--- config.mk ---
export PLATFORM = sky130hd
export DESIGN_NAME = sr_pulse_driver
export DESIGN_NICKNAME = d
export VERILOG_FILES = /design/src/rtl/sr_pulse_pkg.sv /design/src/rtl/sr_pulse_driver_sync2.sv /design/src/rtl/sr_pulse_driver.sv
export SDC_FILE = /design/constraint.sdc
export NUM_CORES = 1
export LEC_CHECK = 0
export BUFFER_PORTS_ARGS = -buffer_cell sky130_fd_sc_hd__clkbuf_2
export CAP_MARGIN = 25
export CORE_MARGIN = 2
export CORE_UTILIZATION = 50
export DETAILED_ROUTE_END_ITERATION = 8
export PLACE_DENSITY = 0.71
export SLEW_MARGIN = 20
export SYNTH_ARGS = -nofsm -noshare
export SYNTH_HDL_FRONTEND = slang
export SYNTH_SLANG_ARGS = --single-unit
--- constraint.sdc ---
create_clock -name clk -period 5.2 [get_ports clk]
set_clock_uncertainty 0.05 [all_clocks]
set_input_delay 0.26 -clock clk [delete_from_list [all_inputs] [get_ports clk]]
set_output_delay 0.26 -clock clk [all_outputs]
set_load 0.01 [all_outputs]
--- src/rtl/sr_pulse_pkg.sv ---
// sr_pulse_pkg: shared types and default constants for the SR-latch pulse driver
package sr_pulse_pkg;
  typedef enum logic [1:0] {OP_SET = 2'b00, OP_RESET = 2'b01, OP_BOTH = 2'b10, OP_NOP = 2'b11} op_t;
  typedef enum logic [1:0] {ST_IDLE, ST_PULSE, ST_GAP} state_t;
  localparam int WIDTH_W = 8;
  localparam int GAP_W = 8;
  localparam int MIN_GAP = 1;
  localparam logic [15:0] PULSE_CNT_MAX = 16'hFFFF;
endpackage

--- src/rtl/sr_pulse_driver_sync2.sv ---
// sync2: two-flop synchronizer for latch feedback, present only with SR_PULSE_DRIVER_CHECK_EN
`ifdef SR_PULSE_DRIVER_CHECK_EN
module sync2 (
  input  logic clk,
  input  logic rst_n,
  input  logic d,
  output logic q
);
  logic m;
  always_ff @(posedge clk or negedge rst_n) begin
    if (!rst_n) begin
      m <= 1'b0;
      q <= 1'b0;
    end else begin
      m <= d;
      q <= m;
    end
  end
endmodule
`endif

--- src/rtl/sr_pulse_driver.sv ---
// sr_pulse_driver: cycle-exact set/reset pulse generator for the NOR SR-latch fixture
// Optional latch feedback checking with SR_PULSE_DRIVER_CHECK_EN.
module sr_pulse_driver #(
  parameter int WIDTH_W = sr_pulse_pkg::WIDTH_W,
  parameter int GAP_W = sr_pulse_pkg::GAP_W,
  parameter int MIN_GAP = sr_pulse_pkg::MIN_GAP
) (
  input  logic               clk,
  input  logic               rst_n,
  input  logic               cmd_valid,
  output logic               cmd_ready,
  input  logic [1:0]         cmd_op,
  input  logic [WIDTH_W-1:0] cmd_width,
  input  logic [GAP_W-1:0]   cmd_gap,
  output logic               set_o,
  output logic               reset_o,
  output logic               busy,
  output logic               done,
  output logic [15:0]        pulse_count
`ifdef SR_PULSE_DRIVER_CHECK_EN
  ,
  input  logic               q_i,
  input  logic               q_n_i,
  output logic               check_err,
  output logic [7:0]         err_count
`endif
);
  import sr_pulse_pkg::*;
  localparam int CNT_W = (WIDTH_W > GAP_W + 1) ? WIDTH_W : GAP_W + 1;
  state_t state, state_d;
  op_t op_r, op_d;
  logic [CNT_W-1:0] cnt, cnt_d, w_ld;
  logic [GAP_W:0] gap_r, gap_d, g_sum;
  logic set_d, reset_d, done_d, rdy;
  logic [15:0] pc_d;
  assign w_ld = CNT_W'(cmd_width) - ((cmd_width != '0) ? CNT_W'(1) : CNT_W'(0));
  assign g_sum = (GAP_W+1)'(cmd_gap) + (GAP_W+1)'(MIN_GAP);
  assign cmd_ready = rdy && state == ST_IDLE;
  assign busy = state != ST_IDLE;
  always_comb begin
    state_d = state;
    op_d = op_r;
    cnt_d = cnt;
    gap_d = gap_r;
    set_d = set_o;
    reset_d = reset_o;
    done_d = 1'b0;
    pc_d = pulse_count;
    case (state)
      ST_IDLE: if (cmd_valid && rdy) begin
        state_d = ST_PULSE;
        op_d = op_t'(cmd_op);
        cnt_d = w_ld;
        gap_d = g_sum;
        set_d = op_d == OP_SET || op_d == OP_BOTH;
        reset_d = op_d == OP_RESET || op_d == OP_BOTH;
        pc_d = (op_d != OP_NOP && pulse_count != PULSE_CNT_MAX) ? pulse_count + 16'd1 : pulse_count;
      end
      ST_PULSE: if (cnt == '0) begin
        state_d = ST_GAP;
        cnt_d = CNT_W'(gap_r) - CNT_W'(1);
        set_d = 1'b0;
        reset_d = 1'b0;
      end else cnt_d = cnt - CNT_W'(1);
      ST_GAP: if (cnt == '0) begin
        state_d = ST_IDLE;
        done_d = 1'b1;
      end else cnt_d = cnt - CNT_W'(1);
      default: begin
        state_d = ST_IDLE;
        set_d = 1'b0;
        reset_d = 1'b0;
      end
    endcase
  end
  always_ff @(posedge clk or negedge rst_n) begin
    if (!rst_n) begin
      state <= ST_IDLE;
      op_r <= OP_NOP;
      cnt <= '0;
      gap_r <= '0;
      set_o <= 1'b0;
      reset_o <= 1'b0;
      done <= 1'b0;
      pulse_count <= '0;
      rdy <= 1'b0;
    end else begin
      state <= state_d;
      op_r <= op_d;
      cnt <= cnt_d;
      gap_r <= gap_d;
      set_o <= set_d;
      reset_o <= reset_d;
      done <= done_d;
      pulse_count <= pc_d;
      rdy <= 1'b1;
    end
  end
`ifdef SR_PULSE_DRIVER_CHECK_EN
  logic q_s, qn_s, chk, bad;
  sync2 u_sync_q (.clk(clk), .rst_n(rst_n), .d(q_i), .q(q_s));
  sync2 u_sync_qn (.clk(clk), .rst_n(rst_n), .d(q_n_i), .q(qn_s));
  // Short gaps are skipped: the synchronizer output is not yet meaningful.
  assign chk = state == ST_GAP && cnt == '0 && gap_r >= (GAP_W+1)'(3) && (op_r == OP_SET || op_r == OP_RESET);
  assign bad = (op_r == OP_SET) ? !(q_s && !qn_s) : !(!q_s && qn_s);
  always_ff @(posedge clk or negedge rst_n) begin
    if (!rst_n) begin
      check_err <= 1'b0;
      err_count <= '0;
    end else if (chk && bad) begin
      check_err <= 1'b1;
      err_count <= (err_count != 8'hFF) ? err_count + 8'd1 : err_count;
    end
  end
`endif
endmodule

# After elaboration in Yosys (flattened, before gate mapping)

Cells that the tools add are included.

Output and inout port bits: 21
Bits of input ports: 21
Bits in registers: 40
Logic and storage cells: 56

Reductions and logical operators: 16
Equal/unequal tests: 10
Bitwise logic cells: 1
$add $sub $neg: 5
Mux-type cells: 16

Operators with widths:

| cell                                                   | number |
|---|---|
| 2-to-1 mux 9 bit                                       | 3 |
| case mux 9 bit (3 select lines)                        | 1 |
| subtractor 9 x 1 -> 9 bit (second input constant)      | 2 |
| adder 16 x 1 -> 16 bit (second input constant)         | 1 |
| inequality test 16 bit (second input constant)         | 1 |
| AND reduction 3 bit                                    | 4 |
| adder 8 x 1 -> 9 bit (second input constant)           | 1 |
| logical NOT 9 bit                                      | 1 |
| subtractor 8 x 1 -> 9 bit                              | 1 |
| inequality test 2 bit (second input constant)          | 4 |
| nonzero test 8 bit                                     | 1 |
| 2-to-1 mux 1 bit                                       | 6 |
| 2-to-1 mux 2 bit                                       | 3 |
| case mux 1 bit (3 select lines)                        | 2 |
| case mux 2 bit (3 select lines)                        | 1 |
| == test 2 x 1 -> 1 bit (second input constant)         | 2 |
| == test 2 bit (second input constant)                  | 2 |
| logical NOT 2 bit                                      | 2 |
| logical AND 1 bit                                      | 3 |
| nonzero test 3 bit                                     | 1 |
| logical OR 1 bit                                       | 2 |
| inequality test 2 x 1 -> 1 bit (second input constant) | 1 |
| AND reduction 2 bit                                    | 1 |
| nonzero test 2 bit                                     | 1 |
| inverter 1 bit                                         | 1 |

# Logic depth before layout (Yosys ltp)

Word-level depth: 5
Gate-level depth with buffers: 10
Gate-level depth less buffers: 10

# Least setup slack after synthesis

Ideal clock, no wire load.

Path type: register to register
Start point: register cnt[0]
End point: register cnt[5]
Arrival: 2,244 ps
Stages on the path, launching flop included: 11
Slack: 2,780 ps
Setup time: 126 ps
Path through: dfrtp_1 -> inv_1 -> ha_1 -> or3b_1 -> buf_2 -> or4_4 -> buf_6 -> a21oi_4 -> buf_6 -> a211oi_1 -> a311o_1

Cells in the longest elaborated chain, start to end: 3
Elaborated cells between the ends (all ways): 7
Those cells by class: add/sub: 1; eq/ne: 1; mux: 3; reduce/logical: 2

Ends and longest elaborated chain:

| what                                                                   | line                  | RTL |
|---|---|---|
| start: declaration                                                     | sr_pulse_driver.sv:32 | `logic [CNT_W-1:0] cnt, cnt_d, w_ld;` |
| start signal: assignment                                               | sr_pulse_driver.sv:90 | `cnt <= cnt_d;` |
| subtractor 9 x 1 -> 9 bit or logical NOT 9 bit (tied branches)         | -                     |  |
| 2-to-1 mux 9 bit (tied with other cells)                               | sr_pulse_driver.sv:65 | `ST_GAP: if (cnt == '0) begin` |
| case mux 9 bit (3 select lines) or AND reduction 3 bit (tied branches) | -                     |  |

Several ways; a longest one is shown, not always the timed one. The select of a mux whose other input is x is not followed.
A chain may end at the register's enable or synchronous reset.

# Worst setup path in the final report

Start point: register state[0]
End point: register pulse_count[15]

Cells in the longest elaborated chain, start to end: 2

Ends and longest elaborated chain:

| what                                 | line                  | RTL |
|---|---|---|
| start: declaration                   | sr_pulse_driver.sv:30 | `state_t state, state_d;` |
| start signal: assignment             | sr_pulse_driver.sv:88 | `state <= state_d;` |
| logical NOT 2 bit                    | -                     |  |
| AND reduction 3 bit (no source line) | -                     |  |
| end signal: assignment               | sr_pulse_driver.sv:95 | `pulse_count <= pc_d;` |
| end: declaration                     | sr_pulse_driver.sv:19 | `output logic [15:0] pulse_count` |

Every way passes these cells.

==> impl_results.md <==
- Clk network pwr share: 36.0%
- TritonCTS Buffers: 5
- Post-synthesis register bit count: 40
- Critical Path Fanout Max: 19
- Worst Setup Start Kind: flop
- Net Sw Power: approximately 120 µW
- Yosys warns: 0
- Max Buffers Root-to-Sink: 2
- Worst min-delay path class: input pin to async pin
- Commonest non-fill, non-tap cell in the layout: clkbuf_2
- Die Y: 75.2 µm
- Avg Vias per Cell: ~5.6
- Vias in the first global route: 2016
- Dpl hpwl: 4.26 mm
- Hold-fix buffers, CTS: 0
- Root Buffer: clkbuf_8
- FF-to-FF End: pulse_count[15]
- Ys flop type: dfrtp_1
- Total Routed Length: ~5.6 mm
- Final Hold Fails: 0
- DIE AREA: roughly 0.0056 mm²
- Tot GR Track Use: about 22%
- Syn Inst Count: approximately 270
- Crit path DAT: 2890 ps
- Gates resized, CTS repair: 0
- Via count: between 2000 and 2500
- Sequential share of power: between 50% and 60%
- Post-synth cell types: 50
- CTS Sinks: 40
- Async S/R FF share, synth: 100%
- RSZ-0062 raised after global routing: no
- Reg2Reg Setup Slack: approximately 2400 ps
- Core Region: just under 0.005 mm²
- Normalized max-slew margin: between 40% and 50%
- Worst slew pin tran: approximately 900 ps
- Leak: 0.00134 µW
- H-tree depth: 2
- Total Nets Final: approximately 350
- Post-route ant nets: 0
- Crit Path Category: flop to flop
- Slew Limit Fails: 0
- Netlist Area Pre-Place: about 0.0025 mm²
- Clock latency at the later pin of the worst-skew pair: between 200 and 300 ps
- Tcrit/Tclk final: between 50% and 60%
- Syn nets: between 300 and 400
- Area of the multi-input gates: 0.00143 mm²
- DRT iter0 DRCs: about 120
- RePlAce Congestion: ~0.85
- Antenna Cells: 0
- Syn Area/Cell: slightly above 9 µm²
- Port Buffers: 41
- DRC viols: 0
- Reg2reg path depth: 7
- Fmax: about 0.36 GHz
- Initial Util: between 50% and 60%
- Max Cap Violations: 0
- Clock-pin slew on the worst setup and hold paths: ~80 ps
- Number of flops mapped to enable cells by yosys: 0
- Sw frac: 22.8%
- Share of cells above drive strength 1: between 10% and 20%
- Fillers: roughly 450
- Peak supply drop: 0.0000999 V
- Run status: finished clean
- Setup TNS: 0 ps
- CTS tree: done
- Router iterations before antenna repair: 4
- GRT Residual Overflow: 0
- Seq/Total Area, Yosys: between 30% and 40%
- Logic gate share of total power: 6.1%
- Crit. End Element: flop
- Die W: roughly 75 µm
- WP data required: ~5300 ps
- Int Pwr: around 420 µW
- Setup Viol. Count Final: 0
- Tot Pwr: 538 µW
- Largest net degree at the start of global routing: 41
- WL per Instance: roughly 15 µm
- Most frequent cells in the layout: clkbuf_2 (41), dfrtp_1 (40), nand2_1 (32), nor2_1 (21), xnor2_1 (18)
- Post-CTS Setup Inserts: 0
- Worst R2R Start: state[0]
- Number of placement rows: 25
- Area grow syn2layout: 12.8%
- Sequential Area: 0.00100 mm²
- PD cells: approximately 190 mW/mm²
- First-pass GRT wire length: around 9.4 mm
- IO Pins: 42
- Tmin final: 2760 ps
- Initial antenna violation count: 0
==> flip-flops by register name (all words and copies together) (netlist names) <==
register / flops
gap_r: 9
reset_o: 1
done: 1
cnt: 9
rdy: 1
set_o: 1
pulse_count: 16
state: 2
==> kinds of logic (layout without fill, tap and decap cells) <==
logic type                 Yosys count  after routing  share of synthesized area, %
adders and majority gates           14             14                          6.92
DFF                                 40             40                          39.5
AOI/OAI and AO/OA                   54             54                          15.7
other                                1              1                         0.148
buffers and inverters               22             63                          3.90
xor gates and xnor gates            31             31                          10.7
and+or+nand+nor                    108            108                          22.2
muxes                                2              2                         0.840
==> per-stage QoR <==
step	setup WS, ps	std cells	util (%)	hold WS (ps)	area (µm²)
after floorplan	2780	272	-	-85.6	2530
after global placement	2610	372	57.6	421	2780
after detailed placement	2470	372	57.6	428	2780
after CTS	2460	379	59.2	114	2850
after global routing	2200	380	59.3	120	2860
final	2440	380	59.3	42.9	2860
==> per-layer routing <==
layer / track usage [%] / routed length, µm / part of all wire, %
met5: 0 / 0 / 0
met3: 6.02 / 305 / 5.4
met1: 30.9 / 2660 / 47
met2: 32.7 / 2580 / 46
met4: 7.99 / 91 / 1.6
==> synthesized netlist by cell type (2+ instances only) <==
library cell  number  area [µm²]
clkbuf_1           5        18.8
nor4_1             7        43.8
nor4_2             2        25.0
nand4_1            7        43.8
ha_1              14         175
nor3b_1            2        15.0
nor3_1             8        40.0
a211oi_1           4        30.0
a21oi_1            6        30.0
xnor2_1           18         158
o211ai_1           2        15.0
a22o_1             5        43.8
nand3_1           10        50.1
xor2_1            13         114
a32o_1             3        30.0
and2_1             3        18.8
or3_1              3        18.8
nand2_1           32         120
buf_6              2        22.5
o21ai_1            2        10.0
dfrtp_1           40        1000
nor2_1            21        78.8
inv_1             14        52.6
o31ai_1            4        30.0
nand2b_1           3        18.8
o221ai_1           5        43.8
or4b_2             3        30.0
o21ai_0           12        60.1
==> power by group through the flow <==
| stage | clock (µW) | combinational, µW | sequential (µW) |
|---|---|---|---|
| final | 194 | 32.6 | 312 |
| after global routing | 212 | 37.9 | 312 |
| after CTS | 201 | 33.2 | 312 |
| after detailed placement | 0 | 33.2 | 318 |
| after global placement | 0 | 32.6 | 318 |
| after floorplan | 0 | 12.7 | 318 |
==> worst max-delay path, stage by stage, from the launching register on <==
cell	delay, ps
dfrtp_1	410
inv_1	110
ha_1	230
and2_1	170
nand2_1	310
nor4_2	560
or4b_2	650
xnor2_1	150
==> how the worst max path moves through the flow <==
stage,start,end,slack [ps]
after global routing,state[0],pulse_count[15],2200
after floorplan,cnt[0],cnt[5],2780
final,state[0],pulse_count[15],2440
after global placement,state[0],pulse_count[15],2610
after CTS,state[0],pulse_count[15],2460
after detailed placement,state[0],pulse_count[15],2470
==> area by class of cell <==
class	instances	area share [%]
flip-flops and latches	40	35.0
clock buffers	6	2.54
well taps	67	2.93
repair buffers	42	7.36
clock inverters	1	0.175
multi-input cells	210	50.1
inverters	14	1.84
Note: power is estimated with default switching activity, not from simulation.
